[src/rtl/adder_arb_pkg.sv]
// Shared definitions for the adder arbiter: default sizes and the requester id type.
// The optional subtract mode is enabled by defining ADDER_ARB_SUB_EN.
package adder_arb_pkg;

    localparam int WIDTH_DEF   = 64;
    localparam int NUM_REQ_DEF = 3;

    typedef logic [1:0] req_id_t;

    typedef struct packed {
        logic    valid;
        logic    cin;
        req_id_t id;
    } o_ctrl_t;

endpackage

[src/rtl/adder_arbiter_cla.sv]
// The team's carry-lookahead adder (Kogge-Stone prefix network), 64 bits by default.
// Computes {cout, sum} = a + b + cin.
module cla64 #(
    parameter int WIDTH = 64
) (
    input  logic [WIDTH-1:0] a,
    input  logic [WIDTH-1:0] b,
    input  logic             cin,
    output logic [WIDTH-1:0] sum,
    output logic             cout
);

    localparam int LEVELS = $clog2(WIDTH);

    logic [WIDTH-1:0] gen_l  [LEVELS+1];
    logic [WIDTH-1:0] prop_l [LEVELS+1];
    logic [WIDTH:0]   carry;

    assign gen_l[0]  = a & b;
    assign prop_l[0] = a ^ b;

    // Each level merges (generate, propagate) pairs spanning twice the distance of the previous one.
    for (genvar lvl = 0; lvl < LEVELS; lvl++) begin : g_level
        for (genvar i = 0; i < WIDTH; i++) begin : g_bit
            if (i >= (1 << lvl)) begin : g_merge
                assign gen_l[lvl+1][i]  = gen_l[lvl][i] | (prop_l[lvl][i] & gen_l[lvl][i-(1<<lvl)]);
                assign prop_l[lvl+1][i] = prop_l[lvl][i] & prop_l[lvl][i-(1<<lvl)];
            end else begin : g_pass
                assign gen_l[lvl+1][i]  = gen_l[lvl][i];
                assign prop_l[lvl+1][i] = prop_l[lvl][i];
            end
        end
    end

    assign carry = {gen_l[LEVELS] | (prop_l[LEVELS] & {WIDTH{cin}}), cin};
    assign sum   = prop_l[0] ^ carry[WIDTH-1:0];
    assign cout  = carry[WIDTH];

endmodule

[src/rtl/adder_arbiter_rr_grant.sv]
// Round-robin grant: picks the first valid requester at or after ptr, wrapping around.
module rr_grant
    import adder_arb_pkg::*;
#(
    parameter int NUM_REQ = NUM_REQ_DEF
) (
    input  logic [NUM_REQ-1:0] valid,
    input  req_id_t            ptr,
    input  logic               enable,
    output logic [NUM_REQ-1:0] grant
);

    logic [2:0] pos;
    logic [1:0] idx;
    logic       found;

    always_comb begin
        grant = '0;
        found = 1'b0;
        pos   = '0;
        idx   = '0;
        if (enable) begin
            for (int off = 0; off < NUM_REQ; off++) begin
                pos = {1'b0, ptr} + 3'(off);
                if (pos >= 3'(NUM_REQ)) begin
                    pos = pos - 3'(NUM_REQ);
                end
                idx = pos[1:0];
                if (!found && valid[idx]) begin
                    grant[idx] = 1'b1;
                    found      = 1'b1;
                end
            end
        end
    end

endmodule

[src/rtl/adder_arbiter.sv]
// Two-stage shared adder with round-robin arbitration among NUM_REQ requesters.
// Defining ADDER_ARB_SUB_EN adds req_sub, selecting a - b per request.
module adder_arbiter
    import adder_arb_pkg::*;
#(
    parameter int NUM_REQ = NUM_REQ_DEF,
    parameter int WIDTH   = WIDTH_DEF
) (
    input  logic                     clk,
    input  logic                     reset,
    input  logic [NUM_REQ-1:0]       req_valid,
    input  logic [NUM_REQ*WIDTH-1:0] req_a,
    input  logic [NUM_REQ*WIDTH-1:0] req_b,
    input  logic [NUM_REQ-1:0]       req_cin,
`ifdef ADDER_ARB_SUB_EN
    input  logic [NUM_REQ-1:0]       req_sub,
`endif
    output logic [NUM_REQ-1:0]       req_ready,
    output logic                     rsp_valid,
    input  logic                     rsp_ready,
    output logic [WIDTH-1:0]         rsp_sum,
    output logic                     rsp_cout,
    output req_id_t                  rsp_id
);

    req_id_t            ptr;
    o_ctrl_t            o_ctrl;
    logic [WIDTH-1:0]   o_a;
    logic [WIDTH-1:0]   o_b;
    logic               r_valid;
    logic [WIDTH-1:0]   r_sum;
    logic               r_cout;
    req_id_t            r_id;

    logic               advance_r;
    logic               o_open;
    logic [NUM_REQ-1:0] grant;
    logic               take;
    req_id_t            gnt_id;
    logic [WIDTH-1:0]   sel_a;
    logic [WIDTH-1:0]   sel_b;
    logic               sel_cin;
    logic [WIDTH-1:0]   add_sum;
    logic               add_cout;

    // O may take a new request when it is empty or its content moves into R this cycle.
    assign advance_r = !r_valid || rsp_ready;
    assign o_open    = !o_ctrl.valid || advance_r;

    rr_grant #(
        .NUM_REQ (NUM_REQ)
    ) u_grant (
        .valid  (req_valid),
        .ptr    (ptr),
        .enable (o_open && !reset),
        .grant  (grant)
    );

    assign req_ready = grant;
    assign take      = |grant;

    always_comb begin
        gnt_id  = '0;
        sel_a   = '0;
        sel_b   = '0;
        sel_cin = 1'b0;
        for (int i = 0; i < NUM_REQ; i++) begin
            if (grant[i]) begin
                gnt_id  = 2'(i);
                sel_a   = req_a[i*WIDTH +: WIDTH];
                sel_b   = req_b[i*WIDTH +: WIDTH];
                sel_cin = req_cin[i];
`ifdef ADDER_ARB_SUB_EN
                if (req_sub[i]) begin
                    sel_b   = ~req_b[i*WIDTH +: WIDTH];
                    sel_cin = 1'b1;
                end
`endif
            end
        end
    end

    cla64 #(
        .WIDTH (WIDTH)
    ) u_cla (
        .a    (o_a),
        .b    (o_b),
        .cin  (o_ctrl.cin),
        .sum  (add_sum),
        .cout (add_cout)
    );

    always_ff @(posedge clk) begin
        if (reset) begin
            ptr     <= '0;
            o_ctrl  <= '0;
            o_a     <= '0;
            o_b     <= '0;
            r_valid <= 1'b0;
            r_sum   <= '0;
            r_cout  <= 1'b0;
            r_id    <= '0;
        end else begin
            if (advance_r) begin
                r_valid <= o_ctrl.valid;
                if (o_ctrl.valid) begin
                    r_sum  <= add_sum;
                    r_cout <= add_cout;
                    r_id   <= o_ctrl.id;
                end
            end
            if (o_open) begin
                o_ctrl.valid <= take;
                if (take) begin
                    o_a        <= sel_a;
                    o_b        <= sel_b;
                    o_ctrl.cin <= sel_cin;
                    o_ctrl.id  <= gnt_id;
                end
            end
            if (take) begin
                ptr <= (gnt_id == req_id_t'(NUM_REQ - 1)) ? '0 : gnt_id + 2'd1;
            end
        end
    end

    assign rsp_valid = r_valid;
    assign rsp_sum   = r_sum;
    assign rsp_cout  = r_cout;
    assign rsp_id    = r_id;

endmodule
[config.mk]
export PLATFORM = sky130hd
export DESIGN_NAME = adder_arbiter
export DESIGN_NICKNAME = d
export VERILOG_FILES = /design/src/rtl/adder_arb_pkg.sv /design/src/rtl/adder_arbiter_cla.sv /design/src/rtl/adder_arbiter_rr_grant.sv /design/src/rtl/adder_arbiter.sv
export SDC_FILE = /design/constraint.sdc
export NUM_CORES = 1
export LEC_CHECK = 0
export CAP_MARGIN = 30
export CORE_ASPECT_RATIO = 0.7
export CORE_MARGIN = 3
export CORE_UTILIZATION = 42
export CTS_BUF_LIST = sky130_fd_sc_hd__clkbuf_4 sky130_fd_sc_hd__clkbuf_8
export CTS_CLUSTER_DIAMETER = 60
export CTS_CLUSTER_SIZE = 14
export DETAILED_ROUTE_END_ITERATION = 12
export GPL_TIMING_DRIVEN = 0
export PLACE_DENSITY = 0.87
export SETUP_SLACK_MARGIN = 0.2
export SYNTH_ARGS = -nofsm -noshare
export SYNTH_HDL_FRONTEND = slang
export SYNTH_SLANG_ARGS = --single-unit
[constraint.sdc]
create_clock -name clk -period 2.9 [get_ports clk]
set_input_delay 0.725 -clock clk [delete_from_list [all_inputs] [get_ports clk]]
set_output_delay 0.725 -clock clk [all_outputs]
set_load 0.02 [all_outputs]
==> reports/metrics.cfg <==
[clock_network]
htreeDepth = 1
cts_tree = built
cts_buffers = 19
clock_sinks = 202
cts-root-buf = clkbuf_8
path_clk_slew_ns = 0.10
cts_buffer_depth = 3
clkLatencyLatePin_ns = 0.56
ctsHoldBuffers = 0

[power]
finalPower_mw = 14.8
p_per_area_nw_per_um2 = 695
vdd_drop_max_uv = 369
p_leak_nw = 8.51

[synthesis]
synth.area.mux_share_pct = 11.6
syn_area_um2 = 12600
syn_avg_cell_area_um2 = 8.66
synth-simple-area-share_pct = 14.5
synth_seq_cells = 202
syn_nets = 1917
ys_warn_count = 0
synthFlopType = dfxtp_1
synth_compound_area_share_pct = 26.4
yosys.area.top_type = dfxtp_1
synth.distinct_cells = 70
yosys-top-cells-count = 202 x dfxtp_1, 190 x nor2_1, 134 x nand2_1
syn_inst = 1455
yosysMostFrequentCell = dfxtp_1
synth_edf_count = 0
synth-seq-area-share_pct = 32.1
synth_xor_area_share_pct = 4.10
synthArstFlopShare_pct = 0
yosys.area_share.adder_pct = 6.92
synth.top_cell.area_share_pct = 32.1
synth_area_leaders = dfxtp_1 32%, mux2_2 12%, a222oi_1 10%
synth_top_family_by_area = compound AO/OA/AOI/OAI gates

[detailed_routing]
drc = 0
vias_per_cell = 6.31
vias = 15400
final_antenna_net_count = 0
wl_per_cell_um = 25.5
drtPass1Iterations = 6
drt_wl_total_um = 62300
drt_iter0_markers = 2091

[sta]
hold_viol = 0
slew_headroom_pct = 40.4
tightest_slew_ns = 0.895
tns_ns = -46.54
grt_setup_unrepaired = yes
skew_ns = 0.0309
finalSetupViolCount = 146
fin_crit_ns = 3.44
fmax_ghz = 0.291
maxSlewViolCount = 0
finalCritPeriodShare_pct = 119
fin_ws_ns = -0.537

[global_routing]
grt_max_degree = 15
first_global_vias = 14300
grt-busiest-layer = met2
grt_antenna_before_repair = 11
met3_usage_pct = 7.20
grt-ovfl-total = 0
grtUsageMet2_pct = 54.3
grt_pass1_wl_um = 85400
grt_use_total_pct = 34.6
use_met1_pct = 46.6

[hold_path]
worst_hold_path_type = reg -> reg

[floorplan]
die_h_um = 151
ios = 464
start_util_pct = 43.1
die_area_um2 = 32100
coreArea_um2 = 29200
rows = 52
die_w_um = 213

[placement]
preCtsSetupSlack_ns = -1.57
dp_hpwl_um = 43800
io_buffers = 462
globalplace.congestion = 0.980

[worst_setup_path]
worstSetupStartpointType = flop
crit_required_ns = 3.33
rrSetupSlack_ns = -0.54
critPathMaxFanout = 6
endpoint_kind = flop
crit_type = reg -> reg
critPathArrivalTime_ns = 3.87

[layout]
nets = 2515
area_growth_pct = 68.6
n_fill_cell = 2033
drive_above_1_share_pct = 25.5

[run]
cap_violations = 0

[run_status]
violations = negative setup slack
status = finished, violations left

area by class of cell:
type	instances	area, µm²	share of cell area [%]
diodes	9	22.5	0.106
plain buffers	119	888	4.18
clock buffers	20	269	1.27
clock inverters	4	76.3	0.359
inverters	16	62.6	0.295
multi-input cells	1118	9440	44.5
flip-flops and latches	202	4100	19.3
well taps	378	473	2.23
repair buffers	577	5890	27.8
state kept, by name, indices dropped and copies added (netlist names):
signal	flops
rsp_id	2
ptr	2
o_b	64
rsp_cout	1
rsp_valid	1
o_a	64
o_ctrl	4
rsp_sum	64
layer usage:
layer,vias up,share of wire (%),routed length (µm)
li1,6717,-,-
met1,7462,41,25300
met2,1034,45,27900
met3,189,9.6,5990
met4,4,5.1,3150
met5,-,0.037,23
path summary, 6_finish.rpt:
path,startpoint,endpoint,cells past startpoint
max reg2reg,ptr[0]$_SDFFE_PP0P_,o_a[61]$_SDFFE_PP0P_,15
min,rsp_sum[26]$_SDFFE_PP0P_,rsp_sum[26]$_SDFFE_PP0P_,2
min reg2reg,rsp_sum[26]$_SDFFE_PP0P_,rsp_sum[26]$_SDFFE_PP0P_,2
max,ptr[0]$_SDFFE_PP0P_,o_a[61]$_SDFFE_PP0P_,15
power breakdown:
group | switching [mW] | internal (mW)
Clock | 1.09 | 0.802
Combinational | 4.40 | 4.54
Sequential | 0.518 | 3.42
layout by cell type, fill, tap and decap left out, types with 25 or more instances in the layout:
cell type        netlist  routed
ha_4                   0      25
nor2_1               190     182
xnor2_1               35      25
buf_4                  1      68
buf_6                  1      40
a21oi_1              119      93
clkbuf_1              91      65
mux2_2               129      60
a21o_1                46      46
nand2_1              134     124
ha_1                  68      31
clkdlybuf4s50_1        0     456
mux2_4                 0      69
dfxtp_2                0      33
dfxtp_1              202     164
a222oi_1             129     129
logic make-up (layout without fill, tap and decap cells):
group                      Yosys count  count (layout)
and+or+nand+nor                    419             419
xor gates and xnor gates            59              59
adders and majority gates           69              69
buffers and inverters              135             736
other                                0               9
DFF                                202             202
muxes                              130             130
AOI/OAI and AO/OA                  441             441
worst max-delay path: stages (launching register included):
cell and delay [ns]:
dfxtp_4 0.39, inv_4 0.04, ha_4 0.23, or4b_4 0.50, o21ai_4 0.17, nand2_2 0.08
a31oi_4 0.27, buf_12 0.18, buf_6 0.10, buf_6 0.12, buf_12 0.16, buf_6 0.12
buf_16 0.12, mux2_4 0.31, a222oi_1 0.46, nor2_1 0.08
repair_timing:
item,in CTS,in global routing
resized for setup,301,208
pin swaps,161,164
hold endpoints to repair,0,0
buffers inserted,52,50
setup endpoints to repair,173,177
gates cloned,8,0
stage by stage:
step | hold slack [ns] | utilization (%) | instances | instance area, µm²
2_1_floorplan | 0.427 | - | 1455 | 12700
3_3_place_gp | 0.439 | 60.8 | 2295 | 17800
3_5_place_dp | 0.444 | 61.0 | 2299 | 17800
4_1_cts | 0.458 | 68.2 | 2383 | 19900
5_1_grt | 0.480 | 72.7 | 2443 | 21200
6_report | 0.457 | 72.7 | 2443 | 21200
(Power assumes the default switching activity.)
